## config.mk

```make
export PLATFORM = sky130hd
export DESIGN_NAME = reg_glitchsched_flat
export DESIGN_NICKNAME = d
export VERILOG_FILES = /design/src/rtl/reg_glitchsched_if.sv /design/src/rtl/reg_glitchsched.sv /design/src/flat_wrapper.sv
export SDC_FILE = /design/constraint.sdc
export NUM_CORES = 1
export LEC_CHECK = 0
export CAP_MARGIN = 40
export CORE_MARGIN = 2
export CORE_UTILIZATION = 35
export CTS_CLUSTER_DIAMETER = 200
export DETAILED_ROUTE_END_ITERATION = 10
export SYNTH_ARGS = -nofsm -noshare
export SYNTH_HDL_FRONTEND = slang
export SYNTH_SLANG_ARGS = --single-unit
export TNS_END_PERCENT = 20
```

## constraint.sdc

```tcl
create_clock -name clk -period 9.03 [get_ports clk]
set_clock_uncertainty 0.15 [all_clocks]
set_input_delay 1.3545 -clock clk [delete_from_list [all_inputs] [get_ports clk]]
set_output_delay 1.3545 -clock clk [all_outputs]
set_load 0.1 [all_outputs]
```

## src/rtl/reg_glitchsched_if.sv

```systemverilog
// Host register bus shared by all reg_* slaves. The host drives it and each slave answers,
// with read data OR-combined across slaves.
interface reg_glitchsched_if;
   logic [5:0]  reg_address;
   logic [15:0] reg_bytecnt;
   logic [7:0]  reg_datai;
   logic [7:0]  reg_datao;
   logic        reg_read;
   logic        reg_write;
   logic        reg_addrvalid;
   logic [5:0]  reg_hypaddress;
   logic [15:0] reg_hyplen;

   modport master (
      output reg_address, reg_bytecnt, reg_datai, reg_read, reg_write,
             reg_addrvalid, reg_hypaddress,
      input  reg_datao, reg_hyplen
   );

   modport slave (
      input  reg_address, reg_bytecnt, reg_datai, reg_read, reg_write,
             reg_addrvalid, reg_hypaddress,
      output reg_datao, reg_hyplen
   );
endinterface

```

## src/rtl/reg_glitchsched.sv

```systemverilog
// Glitch trigger scheduler. A synchronized rising edge on trig_i starts a counter, and the
// counter fires one-cycle pulses on each enabled glitch channel at its programmed delay.
module reg_glitchsched #(
   parameter logic [5:0] SCHED_CTRL_ADDR   = 6'd58,
   parameter logic [5:0] SCHED_DELAY_ADDR  = 6'd59,
   parameter logic [5:0] SCHED_STATUS_ADDR = 6'd60
) (
   input  logic             clk,
   input  logic             reset_i,
   reg_glitchsched_if.slave bus,
   input  logic             trig_i,
   output logic [1:0]       glitch_trig_o,
   output logic             armed_o
);

   typedef enum logic [1:0] {
      ST_IDLE  = 2'd0,
      ST_ARMED = 2'd1,
      ST_RUN   = 2'd2,
      ST_DONE  = 2'd3
   } state_e;

   state_e      state_q, state_d;
   logic [31:0] cnt_q, cnt_d;
   logic [31:0] d0_q, d0_d;
   logic [31:0] d1_q, d1_d;
   logic        en0_q, en0_d;
   logic        en1_q, en1_d;
   logic        autorearm_q, autorearm_d;
   logic        missed_q, missed_d;
   logic        arm_rej_q, arm_rej_d;
   logic        trig_s1_q, trig_s1_d;
   logic        trig_s2_q, trig_s2_d;
   logic        trig_s3_q, trig_s3_d;
   logic [1:0]  glitch_q, glitch_d;

   logic        hit_ctrl, hit_delay, hit_status;
   logic        bc_in_range;
   logic        ctrl_wr, delay_wr, arm_wr, abort_wr;
   logic        trig_edge, sched_open;
   logic [31:0] max_d;
   logic [31:0] delay_word;
   logic [7:0]  datao;
   logic [15:0] hyplen;

   // Run length is set by the later of the enabled channels; with none enabled the run ends at once.
   function automatic logic [31:0] sel_max(input logic e0, input logic e1,
                                           input logic [31:0] a, input logic [31:0] b);
      logic [31:0] m;
      if (e0 && e1)
         m = (a > b) ? a : b;
      else if (e0)
         m = a;
      else if (e1)
         m = b;
      else
         m = 32'd0;
      return m;
   endfunction

   always_comb begin : decode
      hit_ctrl    = bus.reg_addrvalid && (bus.reg_address == SCHED_CTRL_ADDR);
      hit_delay   = bus.reg_addrvalid && (bus.reg_address == SCHED_DELAY_ADDR);
      hit_status  = bus.reg_addrvalid && (bus.reg_address == SCHED_STATUS_ADDR);
      bc_in_range = (bus.reg_bytecnt[15:3] == 13'd0);
      ctrl_wr     = bus.reg_write && hit_ctrl;
      delay_wr    = bus.reg_write && hit_delay && bc_in_range;
      arm_wr      = ctrl_wr && bus.reg_datai[0];
      abort_wr    = ctrl_wr && bus.reg_datai[1];
      trig_edge   = trig_s2_q && !trig_s3_q;
      sched_open  = (state_q == ST_IDLE) || (state_q == ST_DONE);
      max_d       = sel_max(en0_q, en1_q, d0_q, d1_q);
   end

   always_comb begin : next_state
      state_d     = state_q;
      cnt_d       = cnt_q;
      d0_d        = d0_q;
      d1_d        = d1_q;
      en0_d       = en0_q;
      en1_d       = en1_q;
      autorearm_d = autorearm_q;
      missed_d    = missed_q;
      arm_rej_d   = arm_rej_q;
      glitch_d    = 2'b00;
      trig_s1_d   = trig_i;
      trig_s2_d   = trig_s1_q;
      trig_s3_d   = trig_s2_q;

      if (ctrl_wr) begin
         en0_d       = bus.reg_datai[2];
         en1_d       = bus.reg_datai[3];
         autorearm_d = bus.reg_datai[4];
      end

      // Delays are frozen while a schedule is pending or running.
      if (delay_wr && sched_open) begin
         if (bus.reg_bytecnt[2])
            d1_d[{bus.reg_bytecnt[1:0], 3'b000} +: 8] = bus.reg_datai;
         else
            d0_d[{bus.reg_bytecnt[1:0], 3'b000} +: 8] = bus.reg_datai;
      end

      case (state_q)
         ST_IDLE, ST_DONE: begin
            if (arm_wr && !abort_wr) begin
               if (bus.reg_datai[2] || bus.reg_datai[3]) begin
                  state_d  = ST_ARMED;
                  missed_d = 1'b0;
               end else begin
                  arm_rej_d = 1'b1;
               end
            end
         end
         ST_ARMED: begin
            if (trig_edge) begin
               state_d = ST_RUN;
               cnt_d   = 32'd0;
            end
         end
         ST_RUN: begin
            cnt_d       = cnt_q + 32'd1;
            glitch_d[0] = en0_q && (cnt_q == d0_q);
            glitch_d[1] = en1_q && (cnt_q == d1_q);
            if (trig_edge)
               missed_d = 1'b1;
            if (cnt_q == max_d)
               state_d = autorearm_q ? ST_ARMED : ST_DONE;
         end
         default: ;
      endcase

      // Abort overrides everything, including an arm in the same byte and a pulse about to fire.
      if (abort_wr) begin
         state_d  = ST_IDLE;
         glitch_d = 2'b00;
      end
   end

   always_ff @(posedge clk) begin
      if (reset_i) begin
         state_q     <= ST_IDLE;
         cnt_q       <= 32'd0;
         d0_q        <= 32'd0;
         d1_q        <= 32'd0;
         en0_q       <= 1'b0;
         en1_q       <= 1'b0;
         autorearm_q <= 1'b0;
         missed_q    <= 1'b0;
         arm_rej_q   <= 1'b0;
         trig_s1_q   <= 1'b0;
         trig_s2_q   <= 1'b0;
         trig_s3_q   <= 1'b0;
         glitch_q    <= 2'b00;
      end else begin
         state_q     <= state_d;
         cnt_q       <= cnt_d;
         d0_q        <= d0_d;
         d1_q        <= d1_d;
         en0_q       <= en0_d;
         en1_q       <= en1_d;
         autorearm_q <= autorearm_d;
         missed_q    <= missed_d;
         arm_rej_q   <= arm_rej_d;
         trig_s1_q   <= trig_s1_d;
         trig_s2_q   <= trig_s2_d;
         trig_s3_q   <= trig_s3_d;
         glitch_q    <= glitch_d;
      end
   end

   // Read data must stay zero unless this slave is addressed, since the bus is OR-combined.
   always_comb begin : readback
      datao      = 8'h00;
      hyplen     = 16'd0;
      delay_word = bus.reg_bytecnt[2] ? d1_q : d0_q;
      if (bus.reg_read) begin
         if (hit_ctrl)
            datao = {3'b000, autorearm_q, en1_q, en0_q, 2'b00};
         else if (hit_delay && bc_in_range)
            datao = delay_word[{bus.reg_bytecnt[1:0], 3'b000} +: 8];
         else if (hit_status)
            datao = {4'h0, arm_rej_q, missed_q, state_q};
      end
      if (bus.reg_hypaddress == SCHED_CTRL_ADDR)
         hyplen = 16'd1;
      else if (bus.reg_hypaddress == SCHED_DELAY_ADDR)
         hyplen = 16'd8;
      else if (bus.reg_hypaddress == SCHED_STATUS_ADDR)
         hyplen = 16'd1;
   end

   assign bus.reg_datao  = datao;
   assign bus.reg_hyplen = hyplen;
   assign glitch_trig_o  = glitch_q;
   assign armed_o        = (state_q == ST_ARMED) || (state_q == ST_RUN);

endmodule

```

## src/flat_wrapper.sv

```systemverilog
// flat-port wrapper written by rule: the top's interface ports become plain ports
module reg_glitchsched_flat 
#(
   parameter logic [5:0] SCHED_CTRL_ADDR   = 6'd58,
   parameter logic [5:0] SCHED_DELAY_ADDR  = 6'd59,
   parameter logic [5:0] SCHED_STATUS_ADDR = 6'd60
)
  (clk, reset_i, trig_i, glitch_trig_o, armed_o, bus_reg_address, bus_reg_bytecnt, bus_reg_datai, bus_reg_read, bus_reg_write, bus_reg_addrvalid, bus_reg_hypaddress, bus_reg_datao, bus_reg_hyplen);
  reg_glitchsched_if bus_i ();
  input  logic clk;
  input  logic reset_i;
  input  logic trig_i;
  output logic [1:0] glitch_trig_o;
  output logic armed_o;
  input wire logic [$bits(bus_i.reg_address)-1:0] bus_reg_address;
  input wire logic [$bits(bus_i.reg_bytecnt)-1:0] bus_reg_bytecnt;
  input wire logic [$bits(bus_i.reg_datai)-1:0] bus_reg_datai;
  input wire logic [$bits(bus_i.reg_read)-1:0] bus_reg_read;
  input wire logic [$bits(bus_i.reg_write)-1:0] bus_reg_write;
  input wire logic [$bits(bus_i.reg_addrvalid)-1:0] bus_reg_addrvalid;
  input wire logic [$bits(bus_i.reg_hypaddress)-1:0] bus_reg_hypaddress;
  output wire logic [$bits(bus_i.reg_datao)-1:0] bus_reg_datao;
  output wire logic [$bits(bus_i.reg_hyplen)-1:0] bus_reg_hyplen;
  assign bus_i.reg_address = bus_reg_address;
  assign bus_i.reg_bytecnt = bus_reg_bytecnt;
  assign bus_i.reg_datai = bus_reg_datai;
  assign bus_i.reg_read = bus_reg_read;
  assign bus_i.reg_write = bus_reg_write;
  assign bus_i.reg_addrvalid = bus_reg_addrvalid;
  assign bus_i.reg_hypaddress = bus_reg_hypaddress;
  assign bus_reg_datao = bus_i.reg_datao;
  assign bus_reg_hyplen = bus_i.reg_hyplen;
  reg_glitchsched #(.SCHED_CTRL_ADDR(SCHED_CTRL_ADDR), .SCHED_DELAY_ADDR(SCHED_DELAY_ADDR), .SCHED_STATUS_ADDR(SCHED_STATUS_ADDR)) u_core (.clk(clk), .reset_i(reset_i), .bus(bus_i), .trig_i(trig_i), .glitch_trig_o(glitch_trig_o), .armed_o(armed_o));
endmodule
```

==> out/results.tsv, run 1 <==
stage	metric	value	unit
outcome	status	completed	
synth	Post-synth top cells	174 x nand2_1, 108 x dfxtp_1, 91 x a21oi_1	
timing	Slew headroom	40.7	%
timing	setup TNS	0	ns
synth	Area contributors post-synth	dfxtp_1 28%, nand2_1 8.5%, ha_1 6.6%	
route	drt first pass iters	6	
die	Placeable Area	21800	sq um
critical_path	crit end category	output port	
timing	Fmax	166	MHz
global_routing	vias in the first global route	6912	
cts	CTS Root Buffer Type	clkbuf_16	
route	vias per cell	5.78	
final_layout	antenna cell count	0	
timing	Final Max Tran Viols	0	
synth	count leader, synth	nand2_1	
global_routing	global-route wire length before repair	38800	um
global_routing	Tot GR Track Use	21.0	%
final_layout	fillcell total	2213	
route	Initial DRC Count	673	
final_layout	fin nets	1099	
synth	post-synthesis sequential area ratio	28.0	%
cts	post-cts sizing count	0	
die	Die Y	153	um
route	DRC Markers	0	
critical_path	CP arrival	4.52	ns
critical_path	CP required	7.53	ns
cts	CTS tree	built	
critical_path	most used cell, CP	clkdlybuf4s50_1	
run	Max Cap Viol	0	
power	maximum vdd drop	0.0850	mV
power	Pwr Density	113	nW/um^2
route	WL final	24900	um
synth	Async SR Flop Fraction	0	%
timing	Final period util	66.7	%
global_routing	grt ovf	0	
route	via count	7516	
synth	dominant synthesized flop cell	dfxtp_1	
synth	syn_area_per_cell	7.64	sq um
critical_path	CP Launch Type	input pin	
timing	Fin. Hold Viols	0	
placed_design	DP Area	8580	sq um
cts	CTS Buffer Depth	2	
cts	clock sink count	108	
synth	xor/xnor share of the synthesized area	9.41	%
synth	post-synthesis simple-gate area fraction	24.9	%
final_layout	share of cells above drive strength 1	7.54	%
die	# rows	54	
critical_path	Top delay family on crit path	simple AND/OR/NAND/NOR gates	
timing	worst slew pin tran	0.887	ns
synth	mux share of post-synthesis cell area	5.70	%
cts	CTS HTree Levels	3	
global_routing	largest net degree at the start of global routing	77	
hold_path	min-delay worst type	reg -> reg	
critical_path	critical path's slowest cell	or4b_2	
synth	mapped cell area	7730	sq um
timing	Fin Hold WS	0.293	ns
timing	# setup viols final	0	
die	DIE WIDTH	153	um
cts	worst-skew pair later-pin latency	0.37	ns
synth	synth warn	0	
placed_design	Placed Cells	1285	
die	Die Footprint	23300	sq um
placed_design	Final Wtd Congestion	0.949	
final_layout	post-layout instance area	8910	sq um
synth	Adder-Cell Fraction of Synth Area	6.64	%
timing	Tmin final	6.02	ns
synth	Post-Syn Instances	1011	
final_layout	final std cells w/o fill	1301	
cts	CTS Buf Count	9	
global_routing	initial antenna violation count	0	
synth	cell type with the largest total area after synthesis	dfxtp_1	
cts	# Post-CTS Setup Buffers	0	
critical_path	Crit Path Category	in -> out	
final_layout	Area growth, synth to finish	15.3	%
placed_design	# port buffers	54	
die	Initial Util	35.5	%
critical_path	CP max FO	6	
synth	synthesized flop and latch total	108	
synth	distinct cell type count after synthesis	56	
critical_path	Buf/Inv on CP	3	
synth	Synth top area share	28.0	%
cts	hold-fix buffers at CTS	0	
die	# IOs	69	
synth	largest family of logic cells by synthesized area	simple AND/OR/NAND/NOR gates	
cts	Worst-path clk slew	0.08	ns
timing	RSZ-0062 raised after global routing	false	
placed_design	placed wire-length estimate	18600	um
power	leakage power	0.00306	uW
synth	Post-synth EDFFs	0	
critical_path	CP peak stage delay	0.60	ns
route	DRT antenna net count	0	
route	drt wl/cell	19.1	um
synth	Compound-Gate Fraction of Synth Area	17.8	%
critical_path	CP cell instances	clkdlybuf4s50_1, or4b_2, or4_1, or3b_2, a21oi_1, clkdlybuf4s50_1, buf_8	
## logic make-up after synthesis
logic type                 after synthesis
adders and majority gates               41
other                                    1
buffers and inverters                  137
and+or+nand+nor                        403
DFF                                    108
AOI/OAI and AO/OA                      214
xor gates and xnor gates                83
muxes                                   24
## worst register-to-register path: stages, from the launching register on
cell and delay (ns):
dfxtp_1 0.55, inv_1 0.08, ha_1 0.34, nand4_1 0.19, nor4_2 0.38, and2b_1 0.18
o311ai_2 0.13, and3_1 0.42, buf_16 0.26, a221oi_1 0.33, o22ai_1 0.12, or4_1 0.61
o41a_1 0.42, o21ai_1 0.13, a21oi_1 0.07
## sequential cells by signal (all words and copies together) (netlist names)
register              flops
u_core.trig_s1_q          1
u_core.en0_q              1
u_core.trig_s2_q          1
u_core.autorearm_q        1
u_core.glitch_trig_o      2
u_core.missed_q           1
u_core.d1_q              32
u_core.en1_q              1
u_core.state_q            2
u_core.cnt_q             32
u_core.arm_rej_q          1
u_core.trig_s3_q          1
u_core.d0_q              32
## cell usage in the layout (no fill, tap or decap), drive strengths merged, types with 38 or more instances in the layout
cell | synthesis | layout
inv | 40 | 44
nor2 | 38 | 38
a21oi | 91 | 91
o22ai | 50 | 50
ha | 41 | 41
nand3 | 82 | 82
clkdlybuf4s50 | 0 | 53
nand2 | 174 | 174
dfxtp | 108 | 108
xor2 | 46 | 46
## metal layers
metal  part of all wire (%)  wire, um  GRT usage (%)
met1                     45     11200           30.0
met2                     45     11200           31.9
met3                    7.3      1810           3.53
met4                    2.9       716           7.36
met5                      0         0              0
## path summary, 6_finish.rpt
check,start,to,slack [ns],depth (start not counted)
worst max register to register,u_core.d1_q[27],u_core.state_q[1],4.57,14
worst min register to register,u_core.trig_s1_q,u_core.trig_s2_q,0.29,1
worst min-delay path,u_core.trig_s1_q,u_core.trig_s2_q,0.29,1
worst max-delay path,bus_reg_address[0],bus_reg_datao[7],3.01,7
## report_power, final
part / switching (uW) / internal (uW)
combinational: 62.5 / 28.8
sequential: 0.569 / 476
clock: 214 / 227
## layout make-up
class	instances	area [sq um]	share of cell area, %
Timing Repair Buffer	78	891	10.0
Clock inverter	7	105	1.18
Multi-Input combinational cell	779	5030	56.4
Sequential cell	108	2160	24.3
Tap cell	280	350	3.93
Clock buffer	9	225	2.53
Inverter	40	150	1.68
## stage by stage
| stage | setup slack (ns) | power, uW | utilization [%] |
|---|---|---|---|
| after floorplan | 2.98 | 552 | - |
| after global placement | 2.64 | 577 | 38.1 |
| after detailed placement | 2.97 | 579 | 39.4 |
| after CTS | 2.96 | 1020 | 41.0 |
| after global routing | 2.87 | 1040 | 41.0 |
| final | 3.01 | 1010 | 41.0 |
Note: power is estimated with default switching activity, not from simulation.
==> run 2: changes to the inputs <==
==> constraint.sdc (replaced) <==
create_clock -name clk -period 5 [get_ports clk]
set_clock_uncertainty 0.15 [all_clocks]
set_input_delay 0.75 -clock clk [delete_from_list [all_inputs] [get_ports clk]]
set_output_delay 0.75 -clock clk [all_outputs]
set_load 0.1 [all_outputs]
==> run 2 against run 1 <==
Net effect:
- non-clock buffer count grew 6
- hold slack lost 0.0011 ns
- setup slack lost 2.6 ns
- first-iteration DRC count grew 14%
- sequential cell count is the same
- via count shrank 0.44%
- critical endpoint is now u_core.state_q[0]
- total power grew 77%
- clock power grew 71%
- design area shrank 0.29%
- sequential share of layout area grew 0.072 points
- clock-buffer cell count is the same
==> out/results.tsv, run 2 (same netlist as run 1, synthesis figures left out) <==
stage	metric	value	unit	change
outcome	status	completed		
hold_path	min-delay worst type	reg -> reg		
cts	CTS Root Buffer Type	clkbuf_16		
placed_design	# port buffers	54		unchanged
final_layout	antenna cell count	0		unchanged
global_routing	largest net degree at the start of global routing	74		-3.9%
critical_path	CP max FO	26		+20
timing	Slew headroom	45.2	%	+4.5 points
final_layout	fillcell total	2261		+2.2%
die	Die Footprint	23300	sq um	unchanged
route	drt wl/cell	19.3	um	+0.88%
route	via count	7483		-0.44%
route	DRC Markers	0		unchanged
cts	post-cts sizing count	0		unchanged
final_layout	Layout Utilization	40.8	%	-0.12 points
timing	RSZ-0062 raised after global routing	false		
timing	Tmin final	4.61	ns	
placed_design	Final Wtd Congestion	0.956		+0.78%
route	WL final	25200	um	+1.3%
route	vias per cell	5.73		-0.90%
timing	worst slew pin tran	0.820	ns	-0.0668 ns
die	Initial Util	35.5	%	unchanged
die	Placeable Area	21800	sq um	unchanged
cts	CTS Buffer Depth	2		unchanged
critical_path	CP Launch Type	register		
die	Die Y	153	um	unchanged
placed_design	placed wire-length estimate	19100	um	+2.8%
critical_path	Crit Path Category	reg -> reg		
final_layout	share of cells above drive strength 1	8.86	%	+1.3 points
critical_path	CP required	5.13	ns	-2.40 ns
global_routing	initial antenna violation count	0		unchanged
cts	hold-fix buffers at CTS	0		unchanged
final_layout	FF/Latch Area	2160	sq um	unchanged
final_layout	Area growth, synth to finish	15.0	%	
power	maximum vdd drop	0.189	mV	+120%
timing	Fmax	217	MHz	
global_routing	grt ovf	0		unchanged
global_routing	vias in the first global route	6913		+0.014%
power	leakage power	0.00309	uW	+0.95%
final_layout	Regs by FF count	u_core.cnt_q: 32 flops, u_core.d0_q: 32 flops, u_core.d1_q: 32 flops		
critical_path	R2R depth	14		unchanged
cts	CTS Buf Count	9		unchanged
final_layout	most frequent cells in the layout	174 x nand2_1, 108 x dfxtp_1, 91 x a21oi_1		
timing	Final period util	92.2	%	
route	drt first pass iters	5		-1
final_layout	most common cell after layout, fill and taps aside	nand2_1		
final_layout	final std cells w/o fill	1307		+0.46%
die	DIE WIDTH	153	um	unchanged
timing	setup TNS	0	ns	unchanged
global_routing	global-route wire length before repair	40000	um	+3.1%
run	Max Cap Viol	0		unchanged
cts	# Post-CTS Setup Buffers	0		unchanged
final_layout	fin nets	1105		+0.55%
die	# rows	54		unchanged
cts	worst-skew pair later-pin latency	0.37	ns	about the same
power	Pwr Density	201	nW/um^2	+77%
final_layout	area of the multi-input gates	5030	sq um	unchanged
cts	Worst-path clk slew	0.09	ns	about the same
cts	CTS tree	built		
timing	Fin Hold WS	0.292	ns	-0.00112 ns
hold_path	Hold Path Stages	1		unchanged
route	Initial DRC Count	764		+14%
placed_design	Placed Cells	1291		+0.47%
die	# IOs	69		unchanged
route	DRT antenna net count	0		unchanged
global_routing	Tot GR Track Use	21.6	%	+0.61 points
critical_path	CP arrival	4.74	ns	+0.22 ns
timing	Fin. Hold Viols	0		unchanged
timing	# setup viols final	0		unchanged
timing	Final Max Tran Viols	0		unchanged
critical_path	crit end category	register		
cts	CTS HTree Levels	3		unchanged
cts	clock sink count	108		unchanged
==> run 2: stage by stage <==
stage	setup slack, ns	total power (uW)	area [sq um]
floorplan	0.160	996	7780
global placement	0.589	1050	8420
detailed placement	0.478	1050	8570
CTS	0.442	1800	8880
global route	0.127	1840	8880
finish	0.390	1780	8880
==> run 2: worst paths after layout <==
check	start	to	slack (ns)
worst max register to register	u_core.d1_q[13]	u_core.state_q[0]	0.39
worst min-delay path	u_core.trig_s1_q	u_core.trig_s2_q	0.29
worst min register to register	u_core.trig_s1_q	u_core.trig_s2_q	0.29
worst max-delay path	u_core.d1_q[13]	u_core.state_q[0]	0.39
==> run 2: metal layers <==
layer | GRT usage, % | vias up | wire [um] | share of wire (%)
met4 | 7.67 | 0 | 816 | 3.2
li1 | - | 3587 | - | -
met5 | 0 | - | 0 | 0
met2 | 33.3 | 329 | 11200 | 44
met3 | 3.98 | 51 | 2100 | 8.3
met1 | 30.3 | 3516 | 11100 | 44
==> run 2: report_power, final <==
part	switching (uW)	internal, uW	leakage, uW
logic	115	53.5	0.00207
registers	0.926	861	0.000870
clock network	392	362	0.000153
total	508	1280	0.00309
==> run 2: layout make-up <==
| type | count | area share [%] |
|---|---|---|
| inverter | 40 | 1.69 |
| multi-input combinational | 779 | 56.6 |
| sequential | 108 | 24.3 |
| tap | 280 | 3.94 |
| timing repair buffer | 84 | 9.86 |
| clock inverter | 7 | 1.06 |
| clock buffer | 9 | 2.53 |
==> run 2: worst max-delay path, stage by stage (launching register included) <==
cell and delay (ns):
dfxtp_1 0.53, inv_1 0.09, ha_1 0.31, nand4_1 0.18
nor4_1 0.48, and2b_1 0.24, o311ai_2 0.10, nand3_1 0.36
buf_12 0.28, a221oi_1 0.25, o22ai_1 0.14, or4_4 0.56
o41ai_2 0.49, a21oi_1 0.16, a211oi_2 0.21
